<file path="src/rtl/hack_alu_mul_seq.sv">
// Shift-and-add 16x16 -> low-WIDTH multiplier that sequences a shared combinational hack_alu.
// Optional macro EARLY_TERM_EN finishes as soon as the remaining multiplier bits are all zero.
module hack_alu_mul_seq #(
  parameter int unsigned WIDTH = 16,
  parameter int unsigned ITER  = 16
) (
  input  logic             clk,
  input  logic             reset,
  input  logic             in_valid,
  output logic             in_ready,
  input  logic [WIDTH-1:0] in_a,
  input  logic [WIDTH-1:0] in_b,
  output logic             out_valid,
  input  logic             out_ready,
  output logic [WIDTH-1:0] out_p,
  output logic             out_zr,
  output logic             out_ng,
  output logic [WIDTH-1:0] alu_x,
  output logic [WIDTH-1:0] alu_y,
  output logic             alu_zx,
  output logic             alu_nx,
  output logic             alu_zy,
  output logic             alu_ny,
  output logic             alu_f,
  output logic             alu_no,
  input  logic [WIDTH-1:0] alu_out,
  input  logic             alu_zr,
  input  logic             alu_ng
);

  localparam int unsigned CW = $clog2(ITER + 1);

  typedef enum logic [1:0] {IDLE, ADD, DBL, DONE} state_e;

  state_e           state_q, state_d;
  logic [WIDTH-1:0] acc_q, acc_d;
  logic [WIDTH-1:0] a_q, a_d;
  logic [WIDTH-1:0] b_q, b_d;
  logic [CW-1:0]    cnt_q, cnt_d;
  logic [CW-1:0]    cnt_inc;
  logic             last_c;

  // The ALU flags are not needed: result flags come from the accumulator.
  logic unused_flags;
  assign unused_flags = alu_zr ^ alu_ng;

  // Next-state and datapath updates; the ALU result is consumed in the same cycle.
  always_comb begin
    state_d = state_q;
    acc_d   = acc_q;
    a_d     = a_q;
    b_d     = b_q;
    cnt_d   = cnt_q;
    cnt_inc = cnt_q + CW'(1);
    last_c  = 1'b0;
    case (state_q)
      IDLE: begin
        if (in_valid) begin
          a_d     = in_a;
          b_d     = in_b;
          acc_d   = '0;
          cnt_d   = '0;
          state_d = ADD;
        end
      end
      ADD: begin
        if (b_q[0]) acc_d = alu_out;
        state_d = DBL;
      end
      DBL: begin
        a_d    = alu_out;
        b_d    = b_q >> 1;
        cnt_d  = cnt_inc;
        last_c = (cnt_inc == CW'(ITER));
`ifdef EARLY_TERM_EN
        if (b_d == '0) last_c = 1'b1;
`endif
        state_d = last_c ? DONE : ADD;
      end
      DONE: begin
        if (out_ready) state_d = IDLE;
      end
      default: state_d = IDLE;
    endcase
  end

  // Registers and registered outputs; ALU drive is computed from next state so it is valid in-state.
  always_ff @(posedge clk) begin
    if (reset) begin
      state_q   <= IDLE;
      acc_q     <= '0;
      a_q       <= '0;
      b_q       <= '0;
      cnt_q     <= '0;
      in_ready  <= 1'b1;
      out_valid <= 1'b0;
      out_p     <= '0;
      out_zr    <= 1'b1;
      out_ng    <= 1'b0;
      alu_x     <= '0;
      alu_y     <= '0;
      alu_zx    <= 1'b1;
      alu_nx    <= 1'b0;
      alu_zy    <= 1'b1;
      alu_ny    <= 1'b0;
      alu_f     <= 1'b1;
      alu_no    <= 1'b0;
    end else begin
      state_q   <= state_d;
      acc_q     <= acc_d;
      a_q       <= a_d;
      b_q       <= b_d;
      cnt_q     <= cnt_d;
      in_ready  <= (state_d == IDLE);
      out_valid <= (state_d == DONE);
      if (state_d == DONE) begin
        out_p  <= acc_d;
        out_zr <= (acc_d == '0);
        out_ng <= acc_d[WIDTH-1];
      end
      alu_nx <= 1'b0;
      alu_ny <= 1'b0;
      alu_f  <= 1'b1;
      alu_no <= 1'b0;
      case (state_d)
        ADD: begin
          alu_x  <= acc_d;
          alu_y  <= a_d;
          alu_zx <= 1'b0;
          alu_zy <= 1'b0;
        end
        DBL: begin
          alu_x  <= a_d;
          alu_y  <= a_d;
          alu_zx <= 1'b0;
          alu_zy <= 1'b0;
        end
        default: begin
          alu_x  <= '0;
          alu_y  <= '0;
          alu_zx <= 1'b1;
          alu_zy <= 1'b1;
        end
      endcase
    end
  end

endmodule

</file>
<file path="config.mk">
export PLATFORM = sky130hd
export DESIGN_NAME = hack_alu_mul_seq
export DESIGN_NICKNAME = d
export VERILOG_FILES = /design/src/rtl/hack_alu_mul_seq.sv
export SDC_FILE = /design/constraint.sdc
export NUM_CORES = 1
export LEC_CHECK = 0
export CAP_MARGIN = 20
export CORE_ASPECT_RATIO = 2
export CORE_UTILIZATION = 25
export DETAILED_ROUTE_END_ITERATION = 8
export GPL_ROUTABILITY_DRIVEN = 0
export PLACE_DENSITY = 0.57
export SLEW_MARGIN = 20
export SYNTH_ARGS = -nofsm -noshare
export SYNTH_HDL_FRONTEND = slang
export SYNTH_SLANG_ARGS = --single-unit
</file>
<file path="constraint.sdc">
create_clock -name clk -period 2.94 [get_ports clk]
set_clock_uncertainty 0.05 [all_clocks]
set_input_delay 0.441 -clock clk [delete_from_list [all_inputs] [get_ports clk]]
set_output_delay 0.441 -clock clk [all_outputs]
set_load 0.02 [all_outputs]
</file>
# Yosys cells after proc, flatten, opt, wreduce, memory -nomap -nowiden
# Cells that the tools add are included.
[totals]
out_inout_bits = 58
word_cells = 45
register_bits = 108
[classes]
n_eq_ne = 8
n_mux = 15
n_reduce_logical = 7
add_sub_neg = 1
bitwise_logic = 1
[ops]
columns = ["op", "count"]
rows = [
  ["$pmux W16 S2", 4],
  ["$mux W16", 4],
  ["$logic_not A16 Y1", 1],
  ["$pmux W5 S2", 1],
  ["$eq A2 B2 Y1 const B", 4],
  ["$pmux W2 S4", 1],
  ["$mux W2", 3],
  ["$add A5 B1 Y5 const B", 1],
  ["$eq A5 B5 Y1 const B", 1],
  ["$mux W5", 1],
  ["$eq A2 B1 Y1 const B", 2],
  ["$logic_not A2 Y1", 2],
  ["$reduce_or A2 Y1", 2],
  ["$ne A2 B2 Y1 const B", 1],
  ["$reduce_and A2 Y1", 1],
  ["$reduce_bool A2 Y1", 1],
  ["$mux W1", 1],
  ["$not A1 Y1", 1],
]

# Longest topological paths before layout
[depth]
word_depth = 8
ltp_mapped = 8
mapped_depth_nobuf = 5

# Worst setup path before layout
# Ideal clock, no wire load.
[synth_timing]
path_type = "input-to-reg"
startpoint = "input port reset"
endpoint = "register alu_y[0]"
setup_ps = 65
t_arrival_ps = 1465
setup_slack_ps = 1360
path_stages = 6
n_path_buf = 2
t_required_ps = 2825
cell_sequence = "clkbuf_1 > a21o_1 > a211oi_4 > nor2_2 > buf_2 > nor2b_1"
[synth_between]
elab_chain_cells = 1
[synth_rtl]
columns = ["item", "line", "source"]
rows = [
  ["from (decl)", "8", "input logic reset,"],
  ["$reduce_or A2 Y1 (no line)", "--", ""],
  ["to (signal assigned)", "101", "alu_y <= '0;"],
  ["to (signal assigned)", "128", "alu_y <= a_d;"],
  ["to (signal assigned)", "134", "alu_y <= a_d;"],
  ["to (decl)", "19", "output logic [WIDTH-1:0] alu_y,"],
]
# Every way passes these cells.
# A chain may end at the register's enable or synchronous reset.

# Final worst setup path
[layout_timing]
startpoint = "register state_q[0]"
endpoint = "register alu_y[12]"
[layout_between]
elab_chain_cells = 6
word_cells_on_any_way = 13
classes_between = "eq/ne (5); mux (4); bitwise (1); reduce/logical (3)"
[layout_rtl]
columns = ["item", "line", "source"]
rows = [
  ["from (decl)", "35", "state_e state_q, state_d;"],
  ["from (signal assigned)", "109", "state_q <= state_d;"],
  ["$eq A2 B2 Y1 (tied with other cells)", "56", "case (state_q)"],
  ["$pmux W2 S4", "56", ""],
  ["$eq A2 B2 Y1 or $eq A2 B1 Y1 (tied branches)", "125", "case (state_d)"],
  ["$reduce_or A2 Y1 (no line)", "--", ""],
  ["$not A1 Y1 (no line)", "--", ""],
  ["$reduce_or A2 Y1 (no line)", "--", ""],
  ["to (signal assigned)", "128", ""],
  ["to (signal assigned)", "134", ""],
  ["to (signal assigned)", "140", "alu_y <= '0;"],
]
# Parallel ways exist; a longest one is shown, timed or not.

==> key figures <==
Floorplanning
  • Die Span Y: 189 microns
  • Num ports: 112
  • FP Rows: 68
  • Die area: 18100 sq um
  • Core footprint: 17200 sq um
  • Die W: 95.7 microns
  • Initial core utilization: 25.5%

Place
  • Area of placed instances: 5570 sq um
  • PortBufs: 105
  • Final HPWL DP: 9.56 mm
  • Worst slack, placed: 0.518 ns

Route
  • Via density: 4.81
  • Final antenna-violating net count: 0
  • DRC: 0
  • Post-Route WL: 13.0 mm
  • DRT Pass-1 Iters: 6
  • Starting DRC count in detailed routing: 156
  • Vias: 3787
  • Routed len/inst: 16.5 microns

Hold path
  • Hold/Removal Path Class: primary input to flip-flop
  • Worst hold path stage count: 2

CTS
  • CTS buffer count: 9
  • H-tree Lvls: 3
  • Post-CTS Resized: 0
  • Hold Buf Count CTS: 0
  • TritonCTS clock tree: done
  • Clock Root Buffer: clkbuf_16
  • Clk buf depth: 2
  • Clock transition at the registers of the reported paths: 0.07 ns
  • Clock latency on the worst-skew pair: 0.34 ns
  • Postcts setup bufs: 0
  • Sink Count: 107

Layout
  • # fillers: 1784
  • Fin util: 34.3%
  • Share of post-route cells with drive strength above 1: 9.36%
  • Area occupied by multi-input gates: 1980 sq um
  • Post-synthesis to final-layout area growth: 34.3%
  • Nets@finish: 628
  • Ant diodes: 0
  • Register Area: 2140 sq um
  • Final instance area: 5890 sq um

Synthesis
  • Synth Area in Adders: 0.285%
  • Mux cell area share after synthesis: 1.14%
  • Synth top area cells: dfxtp_1 (49%), nand2_1 (5.9%), nor2b_1 (5.7%)
  • Count leader, synth: dfxtp_1
  • Fraction of registers with async set/reset: 0%
  • Mean Syn Cell Area: 9.08 sq um
  • Sequential share of the synthesized area: 48.8%
  • Xor/xnor cell area share of the yosys netlist: 0%
  • Synthesized instance count: 483
  • Netlist cell types: 47
  • Cell Area, Synth: 4390 sq um
  • Synth Area in Simple Gates: 23.8%
  • Synth area leader: dfxtp_1
  • Top cells by count, synth: dfxtp_1 (107), nand2_1 (69), nor2_1 (55), nor2b_1 (40), o21ai_0 (31)
  • Complex-gate fraction of the synthesized area: 19.4%
  • Primary FF master, synth: dfxtp_1
  • Yosys reg bits: 107
  • Largest family of logic cells by synthesized area: simple AND/OR/NAND/NOR gates
  • Syn. warnings: 0
  • Synth top area share: 48.8%
  • EDFF count, synth: 0

STA
  • Worst hold margin: 0.354 ns
  • RSZ-0062 raised after global routing: no
  • Final setup fails: 0
  • Max Freq: 411 MHz
  • Endpoints failing hold: 0
  • Post-route setup slack: 0.507 ns
  • Setup TNS: 0 ns
  • Period utilization: 82.7%
  • Max-slew violation count: 0
  • Worst-margin pin slew: 0.744 ns
  • Final worst path period need: 2.43 ns
  • Relative slew slack: 50.3%

GRT
  • Layer with the highest usage: met2
  • Met3 GRT Util: 1.85%
  • Initial antenna violation count: 0
  • Met1 Use GR: 15.2%
  • First-pass GRT wire length: 20.0 mm
  • GRT Overall Usage: 14.7%
  • Largest net degree at the start of global routing: 68
  • Vias in the first global route: 3730
  • Grt ovf: 0
  • Met2 Use GR: 27.3%

Power and ir drop
  • Internal: 2520 uW
  • Leak: 0.00218 uW
  • Pwr per Cell Area: 568 nW/um^2
  • Worst vdd ir: 0.000318 V
  • Combinational power share: 13.9%
  • Sw Ratio: 24.6%
  • Part of the power in registers: 46.7%
  • Clock power frac: 39.3%
  • Net Sw Power: 823 uW

Critical path
  • CP Cell Sequence: inv_1 -> a21oi_1 -> a211oi_4 -> nor2_2 -> nor2b_1
  • Cell family with most CP delay: flip-flops
  • CP arrival: 2.58 ns
  • Nature of the critical path endpoint: flip-flop
  • Data required time of the worst path: 3.09 ns
  • Stages on worst setup path: 5
  • Worst setup SP type: flip-flop
  • Reg2reg path depth: 5
  • Max FO, Critical Path: 19
  • CP bufs+invs: 1
  • Critical Path Slowest Stage Cell: dfxtp_1
  • CP max stage delay: 0.78 ns
  • Critical path class: flip-flop to flip-flop

Run status
  • Outcome: finished clean

Run
  • Max Cap Viol: 0
final cells by class:
class,instances,share of cell area [%]
Clock buffer,11,4.29
Timing Repair Buffer,119,19.5
Sequential cell,107,36.3
Tap cell,210,4.46
Multi-Input combinational cell,328,33.6
Inverter,8,0.509
Clock inverter,4,1.25
stage by stage:
stage	std cells	total power, uW
6_report	787	3350
3_5_place_dp	772	2070
2_1_floorplan	485	1870
3_3_place_gp	772	2060
4_1_cts	787	3380
5_1_grt	787	3470
final timing paths:
kind / from / end / slack, ns
hold / removal: reset / acc_q[7]$_SDFF_PP0_ / 0.35
setup reg to reg: state_q[0]$_SDFF_PP0_ / alu_y[12]$_SDFF_PP0_ / 0.51
hold reg to reg: a_q[7]$_SDFF_PP0_ / alu_x[7]$_SDFF_PP0_ / 0.43
setup / recovery: state_q[0]$_SDFF_PP0_ / alu_y[12]$_SDFF_PP0_ / 0.51
layout by cell type, fill, tap and decap left out, types with 7 or more instances in the layout:
cell type          n
nor2b_1           40
nand2_1           69
a22oi_1           17
buf_4             14
a311oi_1          17
nor2_1            55
o21ai_0           31
clkbuf_16          9
inv_1              8
a22o_1             7
and3b_1           11
dfxtp_1          107
clkdlybuf4s50_1  104
a211oi_1          11
registers in the layout, indices dropped and copies added, names as in the netlist:
register and cells:
a_q 16, acc_q 16, alu_x 16, alu_y 16, b_q 16, out_p 16, cnt_q 5, state_q 2
alu_zy 1, in_ready 1, out_valid 1, out_zr 1
cells by family after synthesis:
| logic type | Yosys count |
|---|---|
| AOI/OAI and AO/OA | 114 |
| adders and majority gates | 1 |
| buffers and inverters | 50 |
| DFF | 107 |
| muxes | 5 |
| other | 2 |
| and+or+nand+nor | 204 |
power by group through the flow:
stage          clock network (uW)  registers [uW]  logic [uW]
2_1_floorplan                   0            1610         257
3_3_place_gp                    0            1590         462
4_1_cts                      1340            1560         470
5_1_grt                      1390            1570         508
3_5_place_dp                    0            1600         468
6_report                     1320            1560         466
routing by layer:
layer / up-vias / routed length, microns
met3: 27 / 450
met1: 1826 / 4830
li1: 1835 / -
met2: 99 / 7100
met5: - / 0
met4: 0 / 581
Note: power is estimated with default switching activity, not from simulation.
